## src/rtl/i2c_scl_gen_stretch_if.sv

```systemverilog
// Bus bundle between the byte engine and the SCL clock generator.
// The generator uses the slave modport; the engine/pad side uses master.
interface i2c_scl_gen_stretch_if #(
  parameter int DIV_W = 16,
  parameter int TO_W  = 20
);
  logic             enable;
  logic [DIV_W-1:0] div_q;
  logic [TO_W-1:0]  to_limit;
  logic             scl_in;
  logic             scl_oe;
  logic             data_clk;
  logic [1:0]       phase;
  logic             scl_high;
  logic             data_strobe;
  logic             sample_strobe;
  logic             busy;
  logic             stretching;
  logic             timeout;

  modport master (
    output enable, div_q, to_limit, scl_in,
    input  scl_oe, data_clk, phase, scl_high,
    input  data_strobe, sample_strobe,
    input  busy, stretching, timeout
  );

  modport slave (
    input  enable, div_q, to_limit, scl_in,
    output scl_oe, data_clk, phase, scl_high,
    output data_strobe, sample_strobe,
    output busy, stretching, timeout
  );
endinterface

```

## src/rtl/i2c_scl_gen_stretch.sv

```systemverilog
// Four-quarter I2C SCL generator with slave clock-stretch
// detection on the synchronised pad level and stretch timeout.
module i2c_scl_gen_stretch #(
  parameter int DIV_W       = 16,
  parameter int SYNC_STAGES = 2,
  parameter int TO_W        = 20,
  parameter int STRETCH_EN  = 1
) (
  input  logic clk,
  input  logic rst,
  i2c_scl_gen_stretch_if.slave bus
);

  typedef enum logic [2:0] {
    Q0   = 3'b000,
    Q1   = 3'b001,
    Q2   = 3'b010,
    Q3   = 3'b011,
    IDLE = 3'b100
  } state_e;

  localparam logic [DIV_W-1:0] DQ_MIN =
    DIV_W'(SYNC_STAGES + 2);

  state_e                 state_q, state_d;
  logic [DIV_W-1:0]       cnt_q, cnt_d;
  logic [DIV_W-1:0]       dq_q, dq_d;
  logic [TO_W-1:0]        to_cnt_q, to_cnt_d;
  logic [SYNC_STAGES-1:0] sync_q, sync_d;
  logic                   oe_q, oe_d;
  logic                   dclk_q, dclk_d;

  logic [DIV_W-1:0] dq_in;
  logic             scl_s;
  logic             last;
  logic             hold;
  logic             to_hit;

  assign dq_in  = (bus.div_q < DQ_MIN) ? DQ_MIN
                                       : bus.div_q;
  assign scl_s  = sync_q[SYNC_STAGES-1];
  assign last   = (cnt_q == dq_q - DIV_W'(1));
  assign sync_d = {sync_q[SYNC_STAGES-2:0], bus.scl_in};

  // Guard skips the cycles where the synchroniser still
  // shows our own low drive from Q1.
  assign hold = (STRETCH_EN != 0)
             && (state_q == Q2)
             && (cnt_q >= DIV_W'(SYNC_STAGES))
             && !scl_s;

  assign to_hit = hold
               && (bus.to_limit != '0)
               && (to_cnt_q == bus.to_limit - TO_W'(1));

  always_comb begin
    state_d  = state_q;
    cnt_d    = cnt_q + DIV_W'(1);
    dq_d     = dq_q;
    to_cnt_d = hold ? to_cnt_q + TO_W'(1) : '0;
    if (to_hit) begin
      state_d  = IDLE;
      cnt_d    = '0;
      to_cnt_d = '0;
    end else if (hold) begin
      cnt_d = cnt_q;
    end else begin
      unique case (state_q)
        IDLE: begin
          cnt_d = '0;
          if (bus.enable) begin
            state_d = Q0;
            dq_d    = dq_in;
          end
        end
        Q0, Q1, Q2: begin
          if (last) begin
            state_d = state_e'(state_q + 3'd1);
            cnt_d   = '0;
          end
        end
        Q3: begin
          if (last) begin
            cnt_d = '0;
            if (bus.enable) begin
              state_d = Q0;
              dq_d    = dq_in;
            end else begin
              state_d = IDLE;
            end
          end
        end
        default: begin
          state_d = IDLE;
          cnt_d   = '0;
        end
      endcase
    end
    oe_d   = (state_d == Q0) || (state_d == Q1);
    dclk_d = (state_d == Q1) || (state_d == Q2);
  end

  always_ff @(posedge clk or posedge rst) begin
    if (rst) begin
      state_q  <= IDLE;
      cnt_q    <= '0;
      dq_q     <= DQ_MIN;
      to_cnt_q <= '0;
      sync_q   <= '1;
      oe_q     <= 1'b0;
      dclk_q   <= 1'b0;
    end else begin
      state_q  <= state_d;
      cnt_q    <= cnt_d;
      dq_q     <= dq_d;
      to_cnt_q <= to_cnt_d;
      sync_q   <= sync_d;
      oe_q     <= oe_d;
      dclk_q   <= dclk_d;
    end
  end

  assign bus.scl_oe        = oe_q;
  assign bus.data_clk      = dclk_q;
  assign bus.phase         = state_q[1:0];
  assign bus.scl_high      = ~state_q[2] & state_q[1];
  assign bus.busy          = ~state_q[2];
  assign bus.data_strobe   = (state_q == Q1)
                          && (cnt_q == '0);
  assign bus.sample_strobe = (state_q == Q2)
                          && last && !hold;
  assign bus.stretching    = hold;
  assign bus.timeout       = to_hit;

endmodule

```

## src/flat_wrapper.sv

```systemverilog
// flat-port wrapper written by rule: the top's interface ports become plain ports
module i2c_scl_gen_stretch_flat 
#(
  parameter int DIV_W       = 16,
  parameter int SYNC_STAGES = 2,
  parameter int TO_W        = 20,
  parameter int STRETCH_EN  = 1
)
  (clk, rst, bus_enable, bus_div_q, bus_to_limit, bus_scl_in, bus_scl_oe, bus_data_clk, bus_phase, bus_scl_high, bus_data_strobe, bus_sample_strobe, bus_busy, bus_stretching, bus_timeout);
  i2c_scl_gen_stretch_if #(.DIV_W(DIV_W), .TO_W(TO_W)) bus_i ();
  input  logic clk;
  input  logic rst;
  input wire logic [$bits(bus_i.enable)-1:0] bus_enable;
  input wire logic [$bits(bus_i.div_q)-1:0] bus_div_q;
  input wire logic [$bits(bus_i.to_limit)-1:0] bus_to_limit;
  input wire logic [$bits(bus_i.scl_in)-1:0] bus_scl_in;
  output wire logic [$bits(bus_i.scl_oe)-1:0] bus_scl_oe;
  output wire logic [$bits(bus_i.data_clk)-1:0] bus_data_clk;
  output wire logic [$bits(bus_i.phase)-1:0] bus_phase;
  output wire logic [$bits(bus_i.scl_high)-1:0] bus_scl_high;
  output wire logic [$bits(bus_i.data_strobe)-1:0] bus_data_strobe;
  output wire logic [$bits(bus_i.sample_strobe)-1:0] bus_sample_strobe;
  output wire logic [$bits(bus_i.busy)-1:0] bus_busy;
  output wire logic [$bits(bus_i.stretching)-1:0] bus_stretching;
  output wire logic [$bits(bus_i.timeout)-1:0] bus_timeout;
  assign bus_i.enable = bus_enable;
  assign bus_i.div_q = bus_div_q;
  assign bus_i.to_limit = bus_to_limit;
  assign bus_i.scl_in = bus_scl_in;
  assign bus_scl_oe = bus_i.scl_oe;
  assign bus_data_clk = bus_i.data_clk;
  assign bus_phase = bus_i.phase;
  assign bus_scl_high = bus_i.scl_high;
  assign bus_data_strobe = bus_i.data_strobe;
  assign bus_sample_strobe = bus_i.sample_strobe;
  assign bus_busy = bus_i.busy;
  assign bus_stretching = bus_i.stretching;
  assign bus_timeout = bus_i.timeout;
  i2c_scl_gen_stretch #(.DIV_W(DIV_W), .SYNC_STAGES(SYNC_STAGES), .TO_W(TO_W), .STRETCH_EN(STRETCH_EN)) u_core (.clk(clk), .rst(rst), .bus(bus_i));
endmodule
```

## config.mk

```make
export PLATFORM = sky130hd
export DESIGN_NAME = i2c_scl_gen_stretch_flat
export DESIGN_NICKNAME = d
export VERILOG_FILES = /design/src/rtl/i2c_scl_gen_stretch_if.sv /design/src/rtl/i2c_scl_gen_stretch.sv /design/src/flat_wrapper.sv
export SDC_FILE = /design/constraint.sdc
export NUM_CORES = 1
export LEC_CHECK = 0
export CAP_MARGIN = 0
export CORE_UTILIZATION = 50
export DETAILED_ROUTE_END_ITERATION = 16
export PLACE_DENSITY = 0.79
export SYNTH_ARGS = -nofsm -noshare
export SYNTH_HDL_FRONTEND = slang
export SYNTH_SLANG_ARGS = --single-unit
```

## constraint.sdc

```tcl
create_clock -name clk -period 4.35 [get_ports clk]
set_clock_uncertainty 0.1 [all_clocks]
set_input_delay 0.87 -clock clk [delete_from_list [all_inputs] [get_ports clk]]
set_output_delay 0.87 -clock clk [all_outputs]
set_load 0.01 [all_outputs]
```

# --- After elaboration in Yosys (flattened, before gate mapping) ---
# Cells that the tools add are included.
word_totals:
  reg_bits: 59
  latchBits: 0
  ram_bits: 0
  mem_bits_ro: 0
  in_bits: 40
  output_inout_bits: 10
  wordCells: 64
  mem_count: 0
op_classes:
  add_sub_neg: 5
  n_mul: 0
  n_div: 0
  magnitude_cmp: 2
  n_eq_ne: 10
  shift: 0
  n_mux: 17
  bitwise: 4
  n_reduce_logical: 19
ops:
  columns: ["op", "n"]
  rows:
  - ["$mux W16", 7]
  - ["$mux W20", 2]
  - ["$pmux W16 S2", 1]
  - ["$add A20 B1 Y20 const B", 1]
  - ["$eq A20 B20 Y1", 1]
  - ["$reduce_bool A20 Y1", 1]
  - ["$sub A20 B1 Y20 const B", 1]
  - ["$mux W3", 6]
  - ["$add A16 B1 Y16 const B", 1]
  - ["$eq A16 B16 Y1", 1]
  - ["$ge A16 B2 Y1 const B", 1]
  - ["$logic_not A16 Y1", 1]
  - ["$lt A16 B3 Y1 const B", 1]
  - ["$sub A16 B1 Y16 const B", 1]
  - ["$eq A3 B2 Y1 const B", 3]
  - ["$pmux W3 S3", 1]
  - ["$logic_and A1 B1 Y1", 7]
  - ["$eq A3 B1 Y1 const B", 2]
  - ["$logic_not A3 Y1", 2]
  - ["$reduce_and A4 Y1", 1]
  - ["$reduce_or A4 Y1", 1]
  - ["$add A3 B1 Y3 const B", 1]
  - ["$eq A3 B3 Y1 const B", 1]
  - ["$not A1 Y1", 3]
  - ["7 further kinds", 9]

# --- Logic depth before layout (Yosys ltp) ---
logic_depth:
  depth_word: 8
  mapped_depth: 14
  depth_no_buf: 14

# --- Least setup slack after synthesis ---
# OpenSTA, ideal clock, no wires.
synth_timing:
  path_kind: "in2out"
  startpoint: "input port bus_to_limit[0]"
  endpoint: "output port bus_timeout"
  arrival_time_ns: 3.061
  required_ns: 3.380
  setup_slack_ns: 0.319
  cell_stages: 10
  n_path_buf: 2
  path_cell_list: "inv_1 -> ha_1 -> or3b_2 -> clkbuf_1 -> nor4_1 -> nand3_1 -> and2_1 -> a2111oi_0 -> and4bb_1 -> buf_4"
synth_between:
  elab_chain_cells: 3
  elab_cells_between_ends: 5
  classes_between: "add/sub (1); eq/ne (1); reduce/logical (3)"
synth_rtl:
  columns: ["element", "line_no", "rtl"]
  rows:
  - ["from (decl)", "flat_wrapper.sv:15", "input wire logic [$bits(bus_i.to_limit)-1:0] bus_to_limit;"]
  - ["$sub A20 B1 Y20 or $reduce_bool A20 Y1 (tied branches)", "i2c_scl_gen_stretch.sv:54, i2c_scl_gen_stretch.sv:53", null]
  - ["$eq A20 B20 Y1 or $logic_and A1 B1 Y1 (tied branches)", "i2c_scl_gen_stretch.sv:54, i2c_scl_gen_stretch.sv:53", null]
  - ["$logic_and A1 B1 Y1 *", "i2c_scl_gen_stretch.sv:54", "&& (to_cnt_q == bus.to_limit - TO_W'(1));"]
  - ["to (decl)", "flat_wrapper.sv:25", "output wire logic [$bits(bus_i.timeout)-1:0] bus_timeout;"]
# Mark *: on every way between the ends. The rest lies on a longest branch, timed or not.

# --- Worst setup path after layout ---
layout_timing:
  startpoint: "input port bus_to_limit[9]"
  endpoint: "output port bus_timeout"
# The elaborated chain is that of the path after synthesis.

==> flow_summary.ini <==
[status]
run_status = complete, no violations

[layout]
final_cells = 712
fin_nets = 652
layout-drive-gt1-share = 0.175
n_antenna_cell = 0
area_growth_pct = 25.1

[worst_setup_path]
critical_path.max_stage_delay_ns = 0.51
cp-start-kind = primary input
critical_path.startpoint = bus_to_limit[9]
arrival_ns = 3.32
worstReg2RegEnd = u_core.dq_q[12]
r2r_cells = 9
critPathKind = primary input to output port
r2r_start = u_core.dq_q[1]
r2r_slack_ns = 0.39
crit_fanout = 4
crit_chain = clkdlybuf4s15_2 > buf_4 > or3_4 > or4_4 > or4b_4 > a21oi_4 > o22ai_2 > and4bb_2 > buf_6
required_ns = 3.38
slowest_stage = or4b_4
endpoint_kind = output port

[die]
die-area_sq_um = 9300
design.core.area_sq_um = 8680
ios = 50
row_count = 34
die_x_um = 96.4
start_util = 0.514
die_h_um = 96.4

[yosys]
synth_edf_count = 0
dominantRegCellSynth = dfrtp_1
synth_fp_nets = 578
yosys_warnings = 0
synth_common_cells = nor2_1, dfrtp_1, nand2_1, xnor2_1, xor2_1
ys_ff_latch = 59
synth_cell_type_count = 65
avgSynthCellArea_sq_um = 8.49
synthArstFlopShare = 1.00
ys_seq_area_frac = 0.332
netlist_area_sq_um = 4460
yosys.area.top_type_share = 0.309
yosysTopAreaCell = dfrtp_1
synth.most_common_cell = nor2_1
syn_inst = 525
yosys-top-cells-area = dfrtp_1, xnor2_1, xor2_1, nor2_1, ha_1

[global_route]
antenna_found_initial = 0
grtUsageTotal = 0.246
grt_max_degree = 40
top_usage_layer = met2
grtUsageMet1 = 0.325
met2_usage = 0.411
grt_pass1_wl_um = 17700
met3_usage = 0.0485
grt_pass1_vias = 3835
grt_overflow = 0

[drt]
avgViaCountPerCell = 5.92
first_iter_violations = 264
drtAntennaViolNets = 0
drtPass1Iterations = 5
routed_wl_um = 10900
wl_per_cell_um = 15.4
vias = 4215
drc = 0

[cts]
cts_root_buffer = clkbuf_8
cts_buffers = 9
cts_max_level = 3
ctsHoldBuffers = 0
cts_tree = built
clkSinkCount = 59
insertion_delay_ns = 0.34
clk_pin_slew_ns = 0.06
clk_path_buf_depth = 2

[worst_hold_path]
holdPathStages = 0
min_path_type = flop to flop
min-delay-start = u_core.sync_q[0]
hold_end = u_core.sync_q[1]

[run]
cap_violations = 0

[sta]
rsz0062_at_grt = false
post-route-period-util = 0.987
period_needed_ns = 4.29
relSlewSlack = 0.448
slew_violations = 0
worst_pin_slew_ns = 0.826
max_freq_mhz = 233
final-setup-viol-count = 0
hold_violations = 0

[power]
ir_worst_vdd_uv = 160
p_per_area_nw_per_um2 = 291
p_leak_nw = 2.28
p_total_w = 0.00162

[placement]
dp_hpwl_um = 8080
portBuffers = 49
dp.cells = 694
gp_congestion = 0.897
==> report_power, final <==
part	internal, W	switching, W
clock	0.000277	0.000219
sequential	0.000603	0.000103
combinational	0.000206	0.000213
==> worst max-delay path: cells and delay by family <==
family,cells,cell delay [ns]
compound gates,2,0.27
buf+inv,3,0.49
simple gates,4,1.69
==> area by class of cell <==
| class | instances | area, sq um |
|---|---|---|
| multi-input combinational | 411 | 2840 |
| timing repair buffer | 92 | 831 |
| sequential | 59 | 1480 |
| clock inverter | 5 | 52.6 |
| fill | 690 | 3100 |
| clock buffer | 11 | 141 |
| inverter | 26 | 97.6 |
| tap | 108 | 135 |
==> how the worst max path moves through the flow <==
stage	slack, ns	endpoint
after floorplan	0.32	bus_timeout
after global placement	-0.62	bus_timeout
after detailed placement	-0.65	bus_timeout
after CTS	0.008	bus_timeout
after global routing	0.005	bus_timeout
final	0.06	bus_timeout
==> stage by stage <==
| step | hold slack [ns] | setup TNS (ns) | instance area (sq um) | worst slack [ns] | util |
|---|---|---|---|---|---|
| 2_1_floorplan | 0.245 | 0 | 4460 | 0.319 | - |
| 3_3_place_gp | 0.247 | -0.620 | 5270 | -0.620 | 0.607 |
| 3_5_place_dp | 0.252 | -0.651 | 5270 | -0.651 | 0.607 |
| 4_1_cts | 0.261 | 0 | 5510 | 0.00772 | 0.635 |
| 5_1_grt | 0.262 | 0 | 5580 | 0.00450 | 0.643 |
| 6_report | 0.261 | 0 | 5580 | 0.0557 | 0.643 |
==> placed cells by master (no fill, tap or decap), drive strengths merged, types with 6 or more instances in the layout <==
cell type	n
nor2	66
dfrtp	55
buf	44
clkdlybuf4s50	38
nand2	34
xnor2	34
xor2	28
nand3	26
o21ai	26
inv	26
nor4	21
nor3	16
mux2	15
ha	13
clkbuf	11
nand4	10
or3	9
a21oi	9
nand2b	8
and3	8
or4	8
a31oi	7
dlygate4sd2	6
==> logic make-up after synthesis <==
logic type | synth area share
adders and majority gates | 0.0365
buffers and inverters | 0.0528
xor gates and xnor gates | 0.122
DFF | 0.332
AOI/OAI and AO/OA | 0.125
muxes | 0.0469
and+or+nand+nor | 0.285
==> registers in the layout, summed over array words and instances, names as in the netlist <==
name / count
u_core.cnt_q: 16
u_core.to_cnt_q: 20
u_core.sync_q: 2
u_core.bus.scl_oe: 1
u_core.state_q: 3
u_core.bus.data_clk: 1
u_core.dq_q: 16
==> metal layers <==
metal | wire (um) | vias up
met5 | 0 | -
met4 | 134 | 0
met3 | 651 | 14
met2 | 5280 | 148
met1 | 4880 | 2028
li1 | - | 2025
==> repair_timing <==
| action | CTS | global route |
|---|---|---|
| endpoints found under the hold margin | 0 | 0 |
| setup buffers | 2 | 0 |
| gates resized for setup | 25 | 18 |
| setup endpoints to repair | 2 | 1 |
| cloned | 0 | 0 |
| pin swaps | 11 | 11 |
No activity file was read; power rests on OpenSTA's default activity.
==> RTL change (same settings) <==
`STRETCH_EN` is set to 1 in 2 places; all go to 0.
--- a/src/rtl/i2c_scl_gen_stretch.sv
+++ b/src/rtl/i2c_scl_gen_stretch.sv
@@ -6,3 +6,3 @@
   parameter int TO_W        = 20,
-  parameter int STRETCH_EN  = 1
+  parameter int STRETCH_EN  = 0
 ) (
--- a/src/flat_wrapper.sv
+++ b/src/flat_wrapper.sv
@@ -6,3 +6,3 @@
   parameter int TO_W        = 20,
-  parameter int STRETCH_EN  = 1
+  parameter int STRETCH_EN  = 0
 )
Formal check against the unedited RTL: no difference found for any inputs over 10 cycles, from zero or initial values and one cycle with rst high; that may be too few to reach the edited logic, so the function may still have changed.
==> RTL change against the original RTL <==
- setup slack better by 0.19 ns
- final cell count is 51% lower
- global-route usage is 3.0 points lower
- total power is 11% lower
- wire length is 52% lower
- sequential power is 10% lower
- sequential cell count is 22 lower
- first-iteration DRC count is 42% lower
- die area is 42% lower
- design area is 48% lower
- synthesized cell count is 49% lower
- clock power is 52% lower
- area after synthesis is 43% lower
==> RTL change: results (changes against the original RTL) <==
metric,value,unit,change
cts_buffers,5,,was 9
ys_types,60,,was 65
routabilityCongestion,0.852,,was 0.897
first_global_vias,1815,,was 3835
nets,334,,was 652
multi_input_area,1470,um2,was 2840 um2
htreeDepth,2,,was 3
critPathKind,reg -> out,,was in -> out
post_cts_buffers,0,,was 2
status,completed,,unchanged
power_leakage,1.18,nW,was 2.28 nW
dp_hpwl,3900,um,was 8080 um
drive_above_1_share,0.0912,,was 0.175
grt_usage,0.216,,was 0.246
netlist_top_cells_area,"dfrtp_1 34%, mux2_1 6.2%, xnor2_1 5.5%",,"was dfrtp_1 31%, xnor2_1 6.7%, xor2_1 5.5%"
tightest_slew,0.772,ns,was 0.826 ns
synth_commonest_cells,"35 x dfrtp_1, 28 x nor2_1, 16 x xnor2_1, 14 x mux2_1, 14 x nand3_1",,"was 64 x nor2_1, 55 x dfrtp_1, 34 x nand2_1, 34 x xnor2_1, 28 x xor2_1"
top_regs,"u_core.cnt_q x16, u_core.dq_q x16, u_core.state_q x3",,"was u_core.to_cnt_q x20, u_core.cnt_q x16, u_core.dq_q x16"
path_max_fanout,6,,was 4
pre_cts_ws,0.287,ns,was -0.651 ns
drtPass1Iterations,4,,was 5
place_area,2810,um2,was 5270 um2
clk_latency,0.29,ns,was 0.34 ns
drt_iter0_markers,154,,was 264
grt_pass1_wl,8650,um,was 17700 um
synth_cells,268,,was 525
cts.repair.resized,2,,was 25
synth_seq_area_share,0.364,,was 0.332
grt_max_degree,38,,was 40
hp-start,u_core.dq_q[14]$_DFFE_PP0P_,,was u_core.sync_q[0]$_DFF_PP1_
finalNonFillerCells,352,,was 712
port_buffers,26,,was 49
p_switching,0.589,mW,was 0.535 mW
n_fill_cell,441,,was 690
wirelength,5290,um,was 10900 um
vias,1964,,was 4215
crit_arrival,3.14,ns,was 3.32 ns
ir_worst_vdd,0.205,mV,was 0.160 mV
==> RTL change: metal layers <==
layer  part of all wire  track usage
met3              0.028       0.0329
met4              0.021       0.0962
met1               0.48        0.306
met2               0.47        0.326
met5                  0            0
==> RTL change: critical path, stage by stage, from the launching register on <==
cell and delay, ns:
dfrtp_1 0.45, nor4_1 0.71, nand4_1 0.20, xnor2_1 0.28
o2111ai_1 0.27, or3_1 0.41, nor3b_1 0.23, dlygate4sd2_1 0.29
==> RTL change: power groups by stage <==
stage          Sequential, mW  Combinational, mW  Clock, mW
2_1_floorplan           0.544              0.519          0
4_1_cts                 0.631              0.574      0.249
5_1_grt                 0.654              0.631      0.263
3_3_place_gp            0.626              0.553          0
6_report                0.634              0.573      0.241
3_5_place_dp            0.635              0.570          0
==> RTL change: cell type report <==
cell class              instances  share of cell area
well taps                      67              0.0290
repair buffers                 29              0.0972
flip-flops and latches         37               0.321
clock buffers                   7              0.0298
inverters                      13              0.0169
multi-input cells             199               0.506
==> RTL change: path summary, 6_finish.rpt <==
| check | endpoint | slack, ns | cells after the start |
|---|---|---|---|
| max | bus_sample_strobe | 0.24 | 7 |
| max reg2reg | u_core.bus.data_clk$_DFF_PP0_ | 0.65 | 10 |
| min reg2reg | u_core.dq_q[14]$_DFFE_PP0P_ | 0.43 | 1 |
| max in group asynchronous | u_core.state_q[2]$_DFF_PP1_ | 2.89 | 3 |
| min in group asynchronous | u_core.cnt_q[3]$_DFF_PP0_ | 0.89 | 3 |
| min | u_core.dq_q[14]$_DFFE_PP0P_ | 0.43 | 1 |
==> RTL change: cell families after synthesis <==
logic type	share of synthesized area
flops	0.364
fa+ha+maj	0.0442
other cells	0.00147
buf+inv	0.0623
mux	0.0736
compound gates	0.102
simple gates	0.249
xor+xnor	0.103
